File: config.mk
export PLATFORM = sky130hd
export DESIGN_NAME = qspi_pad_arb_flat
export DESIGN_NICKNAME = d
export VERILOG_FILES = /design/src/rtl/qspi_pad_arb_pkg.sv /design/src/rtl/qspi_pad_arb_if.sv /design/src/rtl/qspi_pad_arb_rr_arbiter.sv /design/src/rtl/qspi_pad_arb.sv /design/src/flat_wrapper.sv
export SDC_FILE = /design/constraint.sdc
export NUM_CORES = 1
export LEC_CHECK = 0
export ABC_CLOCK_PERIOD_IN_PS = 3120
export CAP_MARGIN = 40
export CORE_ASPECT_RATIO = 0.9
export CORE_MARGIN = 1
export CORE_UTILIZATION = 31
export DETAILED_ROUTE_END_ITERATION = 7
export GPL_TIMING_DRIVEN = 0
export HOLD_SLACK_MARGIN = 0.06
export PLACE_DENSITY = 0.68
export RECOVER_POWER = 50
export SETUP_SLACK_MARGIN = 0.4
export SYNTH_ARGS = -nofsm -noshare
export SYNTH_HDL_FRONTEND = slang
export SYNTH_SLANG_ARGS = --single-unit
export TNS_END_PERCENT = 30
File: constraint.sdc
create_clock -name clk_i -period 3.12 [get_ports clk_i]
set_input_delay 0.468 -clock clk_i [delete_from_list [all_inputs] [get_ports clk_i]]
set_output_delay 0.468 -clock clk_i [all_outputs]
set_load 0.005 [all_outputs]
File: src/rtl/qspi_pad_arb_pkg.sv
// Shared types and constants for the QSPI pad arbiter: FSM states, the parked
// (idle) pad levels and counter widths.
package qspi_arb_pkg;

  typedef enum logic [1:0] {
    IDLE,
    GRANT,
    GUARD
  } state_t;

  localparam logic       SCLK_IDLE = 1'b0;
  localparam logic       CSN_IDLE  = 1'b1;
  localparam logic [3:0] SDO_IDLE  = 4'h0;
  localparam logic [3:0] OE_IDLE   = 4'h0;

  localparam int GUARD_W  = 4;
  localparam int TO_CNT_W = 16;

endpackage

File: src/rtl/qspi_pad_arb_if.sv
// Master-side bundle of the QSPI pad arbiter: request/grant handshake plus
// every master's pad-facing signals and the returned serial data.
interface qspi_pad_arb_if #(
  parameter int NUM_REQ = 2
);
  // Handshake: a master raises req_i[k] and holds it for its whole transaction;
  // gnt_o[k] (registered, at most one bit set) stays high until req_i[k] drops
  // or the watchdog revokes; only the granted master reaches the pads.
  logic [NUM_REQ-1:0]   req_i;
  logic [NUM_REQ-1:0]   gnt_o;
  logic [NUM_REQ-1:0]   req_sclk_i;
  logic [NUM_REQ-1:0]   req_csn_i;
  logic [4*NUM_REQ-1:0] req_sdo_i;
  logic [4*NUM_REQ-1:0] req_oe_i;
  logic [4*NUM_REQ-1:0] req_sdi_o;

  modport slave (
    input  req_i, req_sclk_i, req_csn_i, req_sdo_i, req_oe_i,
    output gnt_o, req_sdi_o
  );

  modport master (
    output req_i, req_sclk_i, req_csn_i, req_sdo_i, req_oe_i,
    input  gnt_o, req_sdi_o
  );

endinterface

File: src/rtl/qspi_pad_arb_rr_arbiter.sv
// Combinational round-robin search: first set bit of i_elig at or after i_ptr,
// wrapping modulo N. Returns valid, one-hot winner and winner index.
module rr_arbiter #(
  parameter int N = 2
) (
  input  logic [N-1:0]         i_elig,
  input  logic [$clog2(N)-1:0] i_ptr,
  output logic                 o_valid,
  output logic [N-1:0]         o_onehot,
  output logic [$clog2(N)-1:0] o_idx
);
  localparam int IW  = $clog2(N);
  localparam int IW1 = IW + 1;

  logic [2*N-1:0] w_dbl;
  logic [2*N-1:0] w_shift;
  logic [N-1:0]   w_rot;
  logic [IW1-1:0] w_sum;

  // Rotating a doubled copy puts the pointer position at bit 0.
  assign w_dbl   = {i_elig, i_elig};
  assign w_shift = w_dbl >> i_ptr;
  assign w_rot   = w_shift[N-1:0];

  always_comb begin
    o_valid = 1'b0;
    w_sum   = '0;
    for (int i = N - 1; i >= 0; i--) begin
      if (w_rot[i]) begin
        o_valid = 1'b1;
        w_sum   = {1'b0, i_ptr} + IW1'(i);
      end
    end
  end

  assign o_idx = (w_sum >= IW1'(N)) ? IW'(w_sum - IW1'(N)) : w_sum[IW-1:0];

  always_comb begin
    o_onehot = '0;
    for (int j = 0; j < N; j++) begin
      o_onehot[j] = o_valid && (o_idx == IW'(j));
    end
  end

endmodule

File: src/rtl/qspi_pad_arb.sv
// Round-robin arbiter sharing one QSPI pad bundle between NUM_REQ masters, with a
// parked-idle guard after each release. QSPI_ARB_TIMEOUT_EN adds the ownership watchdog.
module qspi_pad_arb
  import qspi_arb_pkg::*;
#(
  parameter int NUM_REQ     = 2,
  parameter int GUARD_CYC   = 2,
  parameter int TIMEOUT_CYC = 4096
) (
  input  logic                       clk_i,
  input  logic                       rst_i,
  qspi_pad_arb_if.slave              m_if,
  output logic                       pad_sclk_o,
  output logic                       pad_csn_o,
  output logic [3:0]                 pad_sdo_o,
  output logic [3:0]                 pad_oe_o,
  input  logic [3:0]                 pad_sdi_i,
  output logic                       busy_o,
  output logic [$clog2(NUM_REQ)-1:0] owner_o,
  output logic                       timeout_o,
  output state_t                     dbg_state_o
);
  localparam int OW  = $clog2(NUM_REQ);
  localparam int OW1 = OW + 1;
  localparam logic [GUARD_W-1:0] GUARD_LAST = GUARD_W'(GUARD_CYC - 1);
  localparam state_t REL_STATE = (GUARD_CYC > 0) ? GUARD : IDLE;

  state_t               r_state, w_state_n;
  logic [NUM_REQ-1:0]   r_gnt, w_gnt_n;
  logic [NUM_REQ-1:0]   r_mask, w_mask_n;
  logic [OW-1:0]        r_owner, w_owner_n;
  logic [OW-1:0]        r_ptr, w_ptr_n;
  logic [GUARD_W-1:0]   r_guard, w_guard_n;
  logic [NUM_REQ-1:0]   w_elig, w_win_oh;
  logic [OW-1:0]        w_win_idx, w_ptr_inc;
  logic [OW1-1:0]       w_ptr_sum;
  logic                 w_win_vld, w_own_req;

  assign w_elig = m_if.req_i & ~r_mask;

  rr_arbiter #(.N(NUM_REQ)) u_rr (
    .i_elig  (w_elig),
    .i_ptr   (r_ptr),
    .o_valid (w_win_vld),
    .o_onehot(w_win_oh),
    .o_idx   (w_win_idx)
  );

  assign w_ptr_sum = {1'b0, w_win_idx} + OW1'(1);
  assign w_ptr_inc = (w_ptr_sum == OW1'(NUM_REQ)) ? '0 : w_ptr_sum[OW-1:0];

  always_comb begin
    w_own_req = 1'b0;
    for (int k = 0; k < NUM_REQ; k++) begin
      if (r_owner == OW'(k)) w_own_req = m_if.req_i[k];
    end
  end

`ifdef QSPI_ARB_TIMEOUT_EN
  logic [TO_CNT_W-1:0] r_to_cnt;
  logic                r_timeout, w_timeout_n, w_to_hit;

  assign w_to_hit = (r_to_cnt == TO_CNT_W'(TIMEOUT_CYC - 1));

  // Cleared outside GRANT so it reads zero on the first owned cycle.
  always_ff @(posedge clk_i) begin
    if (rst_i) begin
      r_to_cnt  <= '0;
      r_timeout <= 1'b0;
    end else begin
      r_to_cnt  <= (r_state == GRANT) ? r_to_cnt + TO_CNT_W'(1) : '0;
      r_timeout <= w_timeout_n;
    end
  end

  assign timeout_o = r_timeout;
`else
  // TIMEOUT_CYC has no effect in this build; the expression is constant zero.
  assign timeout_o = (TIMEOUT_CYC < 0);
`endif

  always_comb begin
    w_state_n = r_state;
    w_gnt_n   = r_gnt;
    w_owner_n = r_owner;
    w_ptr_n   = r_ptr;
    w_guard_n = r_guard;
    w_mask_n  = r_mask & m_if.req_i;
`ifdef QSPI_ARB_TIMEOUT_EN
    w_timeout_n = 1'b0;
`endif
    case (r_state)
      IDLE: begin
        if (w_win_vld) begin
          w_state_n = GRANT;
          w_gnt_n   = w_win_oh;
          w_owner_n = w_win_idx;
          w_ptr_n   = w_ptr_inc;
        end
      end
      GRANT: begin
        if (!w_own_req) begin
          w_state_n = REL_STATE;
          w_gnt_n   = '0;
          w_guard_n = '0;
        end
`ifdef QSPI_ARB_TIMEOUT_EN
        else if (w_to_hit) begin
          w_state_n          = REL_STATE;
          w_gnt_n            = '0;
          w_guard_n          = '0;
          w_timeout_n        = 1'b1;
          w_mask_n[r_owner]  = 1'b1;
        end
`endif
      end
      GUARD: begin
        if (r_guard == GUARD_LAST) w_state_n = IDLE;
        else                       w_guard_n = r_guard + GUARD_W'(1);
      end
      default: w_state_n = IDLE;
    endcase
  end

  always_ff @(posedge clk_i) begin
    if (rst_i) begin
      r_state <= IDLE;
      r_gnt   <= '0;
      r_owner <= '0;
      r_ptr   <= '0;
      r_mask  <= '0;
      r_guard <= '0;
    end else begin
      r_state <= w_state_n;
      r_gnt   <= w_gnt_n;
      r_owner <= w_owner_n;
      r_ptr   <= w_ptr_n;
      r_mask  <= w_mask_n;
      r_guard <= w_guard_n;
    end
  end

  always_comb begin
    pad_sclk_o     = SCLK_IDLE;
    pad_csn_o      = CSN_IDLE;
    pad_sdo_o      = SDO_IDLE;
    pad_oe_o       = OE_IDLE;
    m_if.req_sdi_o = '0;
    if (r_state == GRANT) begin
      for (int k = 0; k < NUM_REQ; k++) begin
        if (r_owner == OW'(k)) begin
          pad_sclk_o               = m_if.req_sclk_i[k];
          pad_csn_o                = m_if.req_csn_i[k];
          pad_sdo_o                = m_if.req_sdo_i[4*k +: 4];
          pad_oe_o                 = m_if.req_oe_i[4*k +: 4];
          m_if.req_sdi_o[4*k +: 4] = pad_sdi_i;
        end
      end
    end
  end

  assign m_if.gnt_o  = r_gnt;
  assign busy_o      = (r_state != IDLE);
  assign owner_o     = r_owner;
  assign dbg_state_o = r_state;

endmodule

File: src/flat_wrapper.sv
// flat-port wrapper written by rule: the top's interface ports become plain ports
module qspi_pad_arb_flat import qspi_arb_pkg::*;
#(
  parameter int NUM_REQ     = 2,
  parameter int GUARD_CYC   = 2,
  parameter int TIMEOUT_CYC = 4096
)
  (clk_i, rst_i, pad_sclk_o, pad_csn_o, pad_sdo_o, pad_oe_o, pad_sdi_i, busy_o, owner_o, timeout_o, dbg_state_o, m_if_req_i, m_if_req_sclk_i, m_if_req_csn_i, m_if_req_sdo_i, m_if_req_oe_i, m_if_gnt_o, m_if_req_sdi_o);
  qspi_pad_arb_if #(.NUM_REQ(NUM_REQ)) m_if_i ();
  input  logic clk_i;
  input  logic rst_i;
  output logic pad_sclk_o;
  output logic pad_csn_o;
  output logic [3:0] pad_sdo_o;
  output logic [3:0] pad_oe_o;
  input  logic [3:0] pad_sdi_i;
  output logic busy_o;
  output logic [$clog2(NUM_REQ)-1:0] owner_o;
  output logic timeout_o;
  output state_t dbg_state_o;
  input wire logic [$bits(m_if_i.req_i)-1:0] m_if_req_i;
  input wire logic [$bits(m_if_i.req_sclk_i)-1:0] m_if_req_sclk_i;
  input wire logic [$bits(m_if_i.req_csn_i)-1:0] m_if_req_csn_i;
  input wire logic [$bits(m_if_i.req_sdo_i)-1:0] m_if_req_sdo_i;
  input wire logic [$bits(m_if_i.req_oe_i)-1:0] m_if_req_oe_i;
  output wire logic [$bits(m_if_i.gnt_o)-1:0] m_if_gnt_o;
  output wire logic [$bits(m_if_i.req_sdi_o)-1:0] m_if_req_sdi_o;
  assign m_if_i.req_i = m_if_req_i;
  assign m_if_i.req_sclk_i = m_if_req_sclk_i;
  assign m_if_i.req_csn_i = m_if_req_csn_i;
  assign m_if_i.req_sdo_i = m_if_req_sdo_i;
  assign m_if_i.req_oe_i = m_if_req_oe_i;
  assign m_if_gnt_o = m_if_i.gnt_o;
  assign m_if_req_sdi_o = m_if_i.req_sdi_o;
  qspi_pad_arb #(.NUM_REQ(NUM_REQ), .GUARD_CYC(GUARD_CYC), .TIMEOUT_CYC(TIMEOUT_CYC)) u_core (.clk_i(clk_i), .rst_i(rst_i), .m_if(m_if_i), .pad_sclk_o(pad_sclk_o), .pad_csn_o(pad_csn_o), .pad_sdo_o(pad_sdo_o), .pad_oe_o(pad_oe_o), .pad_sdi_i(pad_sdi_i), .busy_o(busy_o), .owner_o(owner_o), .timeout_o(timeout_o), .dbg_state_o(dbg_state_o));
endmodule
==> impl_metrics.yaml, run 1 <==
status:
  status: "completed"
cells_and_area:
  regArea_um2: 240
  diodes: 0
  nets: 178
  drive_gt1_share_pct: 6.80
  n_fill_cell: 217
  multiInputGateArea_um2: 464
  syn_to_final_growth_pct: 69.7
  final_common_cell: "clkdlybuf4s50_1"
  final_cell_mix: "clkdlybuf4s50_1 (42), nor2_1 (22), dfxtp_1 (12)"
  final_area_um2: 1320
  final_util_pct: 58.3
detailed_routing:
  finalWirelength_um: 2040
  detail_route.wl_per_cell_um: 11.7
  drtIter0Drc: 6
  postRouteAntennaNets: 0
  remaining_drc_errors: 0
  dr.pass1.iters: 3
  viasPerCell: 4.83
  num_vias: 840
synthesis:
  synthCells: 93
  synthArstFlopShare_pct: 0
  yosysUniqueCellTypes: 33
  synth-edff-count: 0
  syn-mean-instance-area_um2: 8.35
  synth-seq-area-share_pct: 30.9
  synth.area.top_cells: "dfxtp_1 (31%), mux2i_1 (13%), nor2_1 (11%), and2_1 (3.2%), and3_1 (3.2%)"
  synth-seq-cells: 12
  syn_area_um2: 777
  yosys.area.top_type_share_pct: 30.9
  ys.flop_type: "dfxtp_1"
  synth_top_area_cell: "dfxtp_1"
  yosysWarningCount: 0
  synthesis.nets: 123
setup_path:
  cp.arrival_ps: 1780
  cp_max_fo: 8
  end_kind: "output pin"
  cp.required_ps: 2650
  start_kind: "flip-flop"
  criticalPathCategory: "flip-flop to output pin"
clock_tree:
  cts_buffer_depth: 2
  postCtsSetupBuffers: 0
  postCtsResizedCells: 0
  htree_levels: 1
  cts.sinks: 12
  root_buffer: "clkbuf_4"
  clock_latency_ps: 270
  numCtsBuffers: 3
  cts_tree: "done"
  hold_buffers: 0
  clkSlewWorstSetupHoldPaths_ps: 80
timing:
  max_freq_mhz: 444
  drv_slew: 0
  hold_viol: 0
  setup_viol: 0
  fin_crit_ps: 2250
  final.setup_skew_ps: 4.07
  timing.final.crit_share_pct: 72.1
  tns_ps: 0
  rsz0062_at_grt: "no"
grt:
  grt-ovfl-total: 0
  antenna_found_initial: 0
  grtUsageTotal_pct: 15.4
  grt_pass1_vias: 747
  grt_pass1_wl_um: 3120
  grt_max_degree: 11
place:
  place_congestion: 0.765
  io_buffers: 50
  hpwl_um: 1680
  place_area_um2: 1310
floorplanning:
  die-area_um2: 2710
  fp.dieH_um: 49.5
  core_um2: 2260
  fp.dieW_um: 54.8
  start_util_pct: 34.3
  core.rowCount: 16
  ios: 53
pwr:
  vdd.ir_drop.worst_mv: 0.254
  p_leak_nw: 0.546
  pwr_density_cell_nw_per_um2: 366
min_path:
  hp-class: "flip-flop to flip-flop"
run:
  maxCapViolations: 0
## synthesized netlist by cell type (2+ instances only)
cell type   n
nor2_1     22
dfxtp_1    12
mux2i_1    10
and2_1      4
and3_1      4
nand2_1     4
nand2b_1    4
a211oi_1    3
inv_1       3
a21oi_1     2
buf_2       2
ha_1        2
## metal layers
layer | GRT usage (%) | wire length [µm] | vias up
met4 | 5.13 | 27 | 0
met5 | 0 | 0 | -
met3 | 4.94 | 283 | 4
met1 | 17.7 | 796 | 374
met2 | 25.9 | 927 | 38
li1 | - | - | 424
## through the flow
stage                     total power [mW]  instances  hold slack (ps)  setup slack, ps
final                                0.482        174              431              870
after global routing                 0.513        174              477              741
after CTS                            0.503        174              436              849
after detailed placement             0.377        170              425             1040
after global placement               0.375        170              418             1070
after floorplan                      0.273         93              405             1700
## where the power goes
group	internal, mW	total, mW	switching [mW]
clock	0.0709	0.124	0.0531
sequential	0.164	0.175	0.0106
combinational	0.113	0.184	0.0710
## cell families after synthesis
logic type | after synthesis | synth area share, %
buf+inv | 8 | 5.64
compound gates | 14 | 16.4
simple gates | 43 | 26.2
fa+ha+maj | 2 | 3.22
other cells | 1 | 0.483
xor+xnor | 2 | 2.25
flops | 12 | 30.9
mux | 11 | 14.8
## critical path: stages (launching register included)
cell and delay (ps):
dfxtp_1 440, nor2b_1 360, and3_1 210, clkdlybuf4s50_1 500
## final timing paths
check	start	cells past startpoint	slack (ps)	endpoint
hold reg to reg	u_core.r_mask[0]$_SDFF_PP0_	2	430	u_core.r_mask[0]$_SDFF_PP0_
hold / removal	u_core.r_mask[0]$_SDFF_PP0_	2	430	u_core.r_mask[0]$_SDFF_PP0_
setup / recovery	u_core.dbg_state_o[0]$_SDFFE_PP0P_	3	870	m_if_req_sdi_o[5]
setup reg to reg	u_core.owner_o$_SDFFE_PP0P_	5	1430	u_core.m_if.gnt_o[1]$_SDFFE_PP0P_
## sequential cells by signal, indices dropped and copies added (netlist names)
| register | count |
|---|---|
| u_core.owner_o | 1 |
| u_core.r_guard | 4 |
| u_core.r_ptr | 1 |
| u_core.m_if.gnt_o | 2 |
| u_core.dbg_state_o | 2 |
| u_core.r_mask | 2 |
## layout make-up
type,instances,share of cell area (%)
inverter,3,0.854
clock buffer,4,2.75
buffer,5,2.47
sequential,12,18.2
multi-input combinational,73,35.2
timing repair buffer,50,38.0
tap,27,2.56
(Power assumes the default switching activity.)
==> run 2: changes to the inputs <==
--- a/config.mk
+++ b/config.mk
@@ -5,7 +5,7 @@
 export SDC_FILE = /design/constraint.sdc
 export NUM_CORES = 1
 export LEC_CHECK = 0
-export ABC_CLOCK_PERIOD_IN_PS = 3120
+export ABC_CLOCK_PERIOD_IN_PS = 1860
 export CAP_MARGIN = 40
 export CORE_ASPECT_RATIO = 0.9
 export CORE_MARGIN = 1
@@ -13,7 +13,7 @@
 export DETAILED_ROUTE_END_ITERATION = 7
 export GPL_TIMING_DRIVEN = 0
 export HOLD_SLACK_MARGIN = 0.06
-export PLACE_DENSITY = 0.68
+export PLACE_DENSITY = 0.71
 export RECOVER_POWER = 50
 export SETUP_SLACK_MARGIN = 0.4
 export SYNTH_ARGS = -nofsm -noshare
==> constraint.sdc (replaced) <==
create_clock -name clk_i -period 1.86 [get_ports clk_i]
set_input_delay 0.279 -clock clk_i [delete_from_list [all_inputs] [get_ports clk_i]]
set_output_delay 0.279 -clock clk_i [all_outputs]
set_load 0.005 [all_outputs]
==> impl_metrics.yaml, run 2 (synthesis gave the netlist of run 1 again) <==
floorplanning:
  core_um2: 2260
  fp.dieW_um: 54.8
  core.rowCount: 16
  die-area_um2: 2710
  ios: 53
  start_util_pct: 34.3
  fp.dieH_um: 49.5
status:
  status: "completed"
timing:
  final.setup_skew_ps: 0.717
  rsz0062_at_grt: "yes"
  tns_ps: 0
  timing.final.ws_setup_ps: 191
  fin_crit_ps: 1670
  drv_slew: 0
  timing.final.crit_share_pct: 89.7
  setup_viol: 0
  hold_viol: 0
  max_freq_mhz: 599
pwr:
  p_leak_nw: 0.735
  total_power_mw: 1.00
  pwr_density_cell_nw_per_um2: 615
  vdd.ir_drop.worst_mv: 0.436
setup_path:
  cp.arrival_ps: 1840
  end_kind: "flip-flop"
  cpMaxStageDelayCell: "mux2_1"
  cp.required_ps: 2030
  cpMostUsedCell: "buf_6"
  start_kind: "flip-flop"
  criticalPathCategory: "flip-flop to flip-flop"
  slowest_delay_ps: 370
  regToRegSetupSlack_ps: 190
  cp_max_fo: 5
  path_cells: "buf_6 -> buf_6 -> buf_4 -> mux2_1 -> o21bai_4 -> nor2_2 -> a22o_1"
detailed_routing:
  remaining_drc_errors: 0
  postRouteAntennaNets: 0
  finalWirelength_um: 2450
  viasPerCell: 4.65
  detail_route.wl_per_cell_um: 12.5
  drtIter0Drc: 4
  dr.pass1.iters: 4
  num_vias: 912
min_path:
  hp-class: "primary input to flip-flop"
cells_and_area:
  syn_to_final_growth_pct: 109
  largest-register: "u_core.r_guard"
  final_common_cell: "clkdlybuf4s50_1"
  n_fill_cell: 184
  final_cell_mix: "clkdlybuf4s50_1 (24), nor2_1 (15), buf_6 (13), buf_4 (13)"
  diodes: 0
  nets: 200
  drive_gt1_share_pct: 39.1
  largest_reg_flops: 4
place:
  place_congestion: 0.705
  io_buffers: 50
  hpwl_um: 1610
  post-place-ws_ps: 94.5
clock_tree:
  htree_levels: 1
  clock_latency_ps: 280
  clkSlewWorstSetupHoldPaths_ps: 80
  cts.sinks: 12
  cts_tree: "done"
  root_buffer: "clkbuf_4"
  numCtsBuffers: 3
  cts_buffer_depth: 2
grt:
  grt_max_degree: 9
  grt_pass1_wl_um: 4020
  antenna_found_initial: 0
  grt-ovfl-total: 0
  grt_pass1_vias: 932
  grtUsageTotal_pct: 20.4
run:
  maxCapViolations: 0
## run 2: timing repair
item / 4_1_cts / 5_1_grt
pin swaps: 3 / 3
gates cloned: 1 / 0
hold buffers: 0 / 0
setup buffers: 18 / 3
resized for setup: 110 / 9
setup endpoints to repair: 21 / 25
## run 2: layout make-up
| type | instances | area (µm²) | area share, % |
|---|---|---|---|
| Tap cell | 27 | 33.8 | 2.08 |
| Sequential cell | 12 | 244 | 15.0 |
| Buffer | 5 | 52.6 | 3.23 |
| Clock buffer | 4 | 36.3 | 2.23 |
| Inverter | 3 | 11.3 | 0.692 |
| Timing Repair Buffer | 72 | 666 | 40.9 |
| Multi-Input combinational cell | 73 | 583 | 35.8 |
## run 2: per-layer routing
metal	vias up	part of all wire (%)	track usage, %
li1	464	-	-
met1	404	41	22.1
met2	42	47	35.5
met3	2	11	5.56
met4	0	1.2	8.55
met5	-	0	0
## run 2: power by group
part	internal [mW]	leakage, nW	switching [mW]
clock network	0.119	0.0210	0.0912
logic	0.313	0.615	0.188
registers	0.275	0.0987	0.0144
## run 2: metrics by stage
| stage | cells | utilization (%) | instance area, µm² | hold slack, ps |
|---|---|---|---|---|
| after floorplan | 93 | - | 777 | 399 |
| after global placement | 170 | 58.0 | 1310 | 415 |
| after detailed placement | 170 | 58.0 | 1310 | 424 |
| after CTS | 193 | 71.3 | 1610 | 326 |
| after global routing | 196 | 71.9 | 1630 | 349 |
| final | 196 | 71.9 | 1630 | 326 |
## run 2: worst paths after layout
check                                                           to                        start  cells after the start
worst min register to register         u_core.r_mask[0]$_SDFF_PP0_  u_core.r_mask[0]$_SDFF_PP0_                      2
worst max-delay path             u_core.m_if.gnt_o[0]$_SDFFE_PP0P_  u_core.owner_o$_SDFFE_PP0P_                      7
worst min-delay path            u_core.dbg_state_o[1]$_SDFFE_PP0P_                        rst_i                      2
worst max register to register   u_core.m_if.gnt_o[0]$_SDFFE_PP0P_  u_core.owner_o$_SDFFE_PP0P_                      7
## run 2: worst max-delay path, delay by kind of cell (launching register included)
kind,cells,cell delay (ps)
compound gates,2,430
buf+inv,3,360
flops,1,320
mux,1,370
simple gates,1,70
==> run 3: changes to the inputs <==
--- a/config.mk
+++ b/config.mk
@@ -6,7 +6,6 @@
 export NUM_CORES = 1
 export LEC_CHECK = 0
 export ABC_CLOCK_PERIOD_IN_PS = 1860
-export CAP_MARGIN = 40
 export CORE_ASPECT_RATIO = 0.9
 export CORE_MARGIN = 1
 export CORE_UTILIZATION = 31
@@ -16,7 +15,8 @@
 export PLACE_DENSITY = 0.71
 export RECOVER_POWER = 50
 export SETUP_SLACK_MARGIN = 0.4
+export SLEW_MARGIN = 15
 export SYNTH_ARGS = -nofsm -noshare
 export SYNTH_HDL_FRONTEND = slang
 export SYNTH_SLANG_ARGS = --single-unit
-export TNS_END_PERCENT = 30
+export TNS_END_PERCENT = 100
==> impl_metrics.yaml, run 3 (synthesis gave the netlist of run 1 again) <==
setup_path:
  path_cells: "buf_6 -> nand2b_4 -> nor2_1 -> buf_6 -> and2_4 -> buf_6"
  cp.required_ps: 1580
  cpMaxStageDelayCell: "dfxtp_1"
  cp_max_fo: 3
  criticalPathCategory: "flip-flop to output pin"
  cp.arrival_ps: 1420
  cp_num_buf_inv: 3
  cpMostUsedCell: "buf_6"
  reg2reg_depth: 8
  r2r-start: "u_core.dbg_state_o[0]$_SDFFE_PP0P_"
  end_kind: "output pin"
  path_delay_family: "simple AND/OR/NAND/NOR gates"
  start_kind: "flip-flop"
  cp_num_cells: 6
  startpoint: "u_core.dbg_state_o[0]$_SDFFE_PP0P_"
  slowest_delay_ps: 380
timing:
  drv_slew: 0
  fin_crit_ps: 1700
  timing.final.crit_share_pct: 91.2
  tns_ps: 0
  final.setup_skew_ps: 2.26
  hold_viol: 0
  max_freq_mhz: 590
  rsz0062_at_grt: "yes"
  setup_viol: 0
pwr:
  pwr_density_cell_nw_per_um2: 621
  vdd.ir_drop.worst_mv: 0.454
  p_leak_nw: 0.766
  total_power_mw: 1.07
floorplanning:
  start_util_pct: 34.3
  fp.dieH_um: 49.5
  core.rowCount: 16
  die-area_um2: 2710
  fp.dieW_um: 54.8
  core_um2: 2260
  ios: 53
detailed_routing:
  viasPerCell: 4.83
  dr.pass1.iters: 4
  finalWirelength_um: 2860
  num_vias: 971
  postRouteAntennaNets: 0
  detail_route.wl_per_cell_um: 14.2
  drtIter0Drc: 9
  remaining_drc_errors: 0
cells_and_area:
  syn_to_final_growth_pct: 121
  nets: 205
  largest_reg_flops: 4
  drive_gt1_share_pct: 44.8
  final_util_pct: 76.0
  largest-register: "u_core.r_guard"
  final_cell_mix: "clkdlybuf4s50_1 (24), buf_6 (23), nor2_1 (16)"
  final_common_cell: "clkdlybuf4s50_1"
  diodes: 0
grt:
  antenna_found_initial: 0
  grt_pass1_wl_um: 4170
  grtUsageTotal_pct: 21.5
  grt_max_degree: 9
  grt-ovfl-total: 0
  grt_pass1_vias: 967
clock_tree:
  cts_tree: "done"
  htree_levels: 1
  hold_buffers: 0
  cts.sinks: 12
  clock_latency_ps: 280
  cts_buffer_depth: 2
  root_buffer: "clkbuf_4"
  clkSlewWorstSetupHoldPaths_ps: 80
  numCtsBuffers: 3
status:
  status: "completed"
run:
  maxCapViolations: 0
min_path:
  min_from: "rst_i"
  hp-class: "primary input to flip-flop"
  min_delay_path_depth: 2
place:
  hpwl_um: 1610
  io_buffers: 50
  place_congestion: 0.705
run 3: cell types whose count changed in the layout (fill, tap and decap cells not counted), moves of 2 or more:
| cell | delta |
|---|---|
| buf_6 | +10 |
| and2_1 | -2 |
| and2_4 | +2 |
| buf_4 | -2 |
run 3: what timing repair did:
action,4_1_cts,5_1_grt
gates cloned,1,0
endpoints found under the setup margin,21,23
pin swaps,7,13
buffers inserted,22,4
resized for setup,126,18
run 3: metal layers:
layer / vias to the layer above / track usage (%) / part of all wire, %
met5: - / 0 / 0
met4: 0 / 8.55 / 2.5
met3: 6 / 6.17 / 9.9
met2: 48 / 39.8 / 49
met1: 440 / 21.1 / 39
li1: 477 / - / -
run 3: final timing paths:
check,endpoint,slack [ps]
max reg2reg,u_core.owner_o$_SDFFE_PP0P_,200
min,u_core.dbg_state_o[1]$_SDFFE_PP0P_,330
min reg2reg,u_core.r_mask[0]$_SDFF_PP0_,430
max,m_if_req_sdi_o[3],160
run 3: report_power, final:
part / leakage, nW / switching, mW / internal, mW
logic: 0.647 / 0.211 / 0.353
registers: 0.0984 / 0.0155 / 0.275
clock network: 0.0210 / 0.0926 / 0.119
run 3: metrics by stage:
step                setup slack [ps]  hold WS (ps)  cells  area [µm²]
finish                           165           333    201        1720
global route                    74.8           351    201        1720
CTS                              242           326    197        1650
detailed placement              94.5           424    170        1310
global placement                 111           415    170        1310
floorplan                        525           399     93         777
run 3: cell type report:
class,count,area [µm²]
flip-flops and latches,12,241
multi-input cells,73,607
clock buffers,4,36.3
plain buffers,5,52.6
well taps,27,33.8
inverters,3,11.3
repair buffers,77,737
fillers,154,543
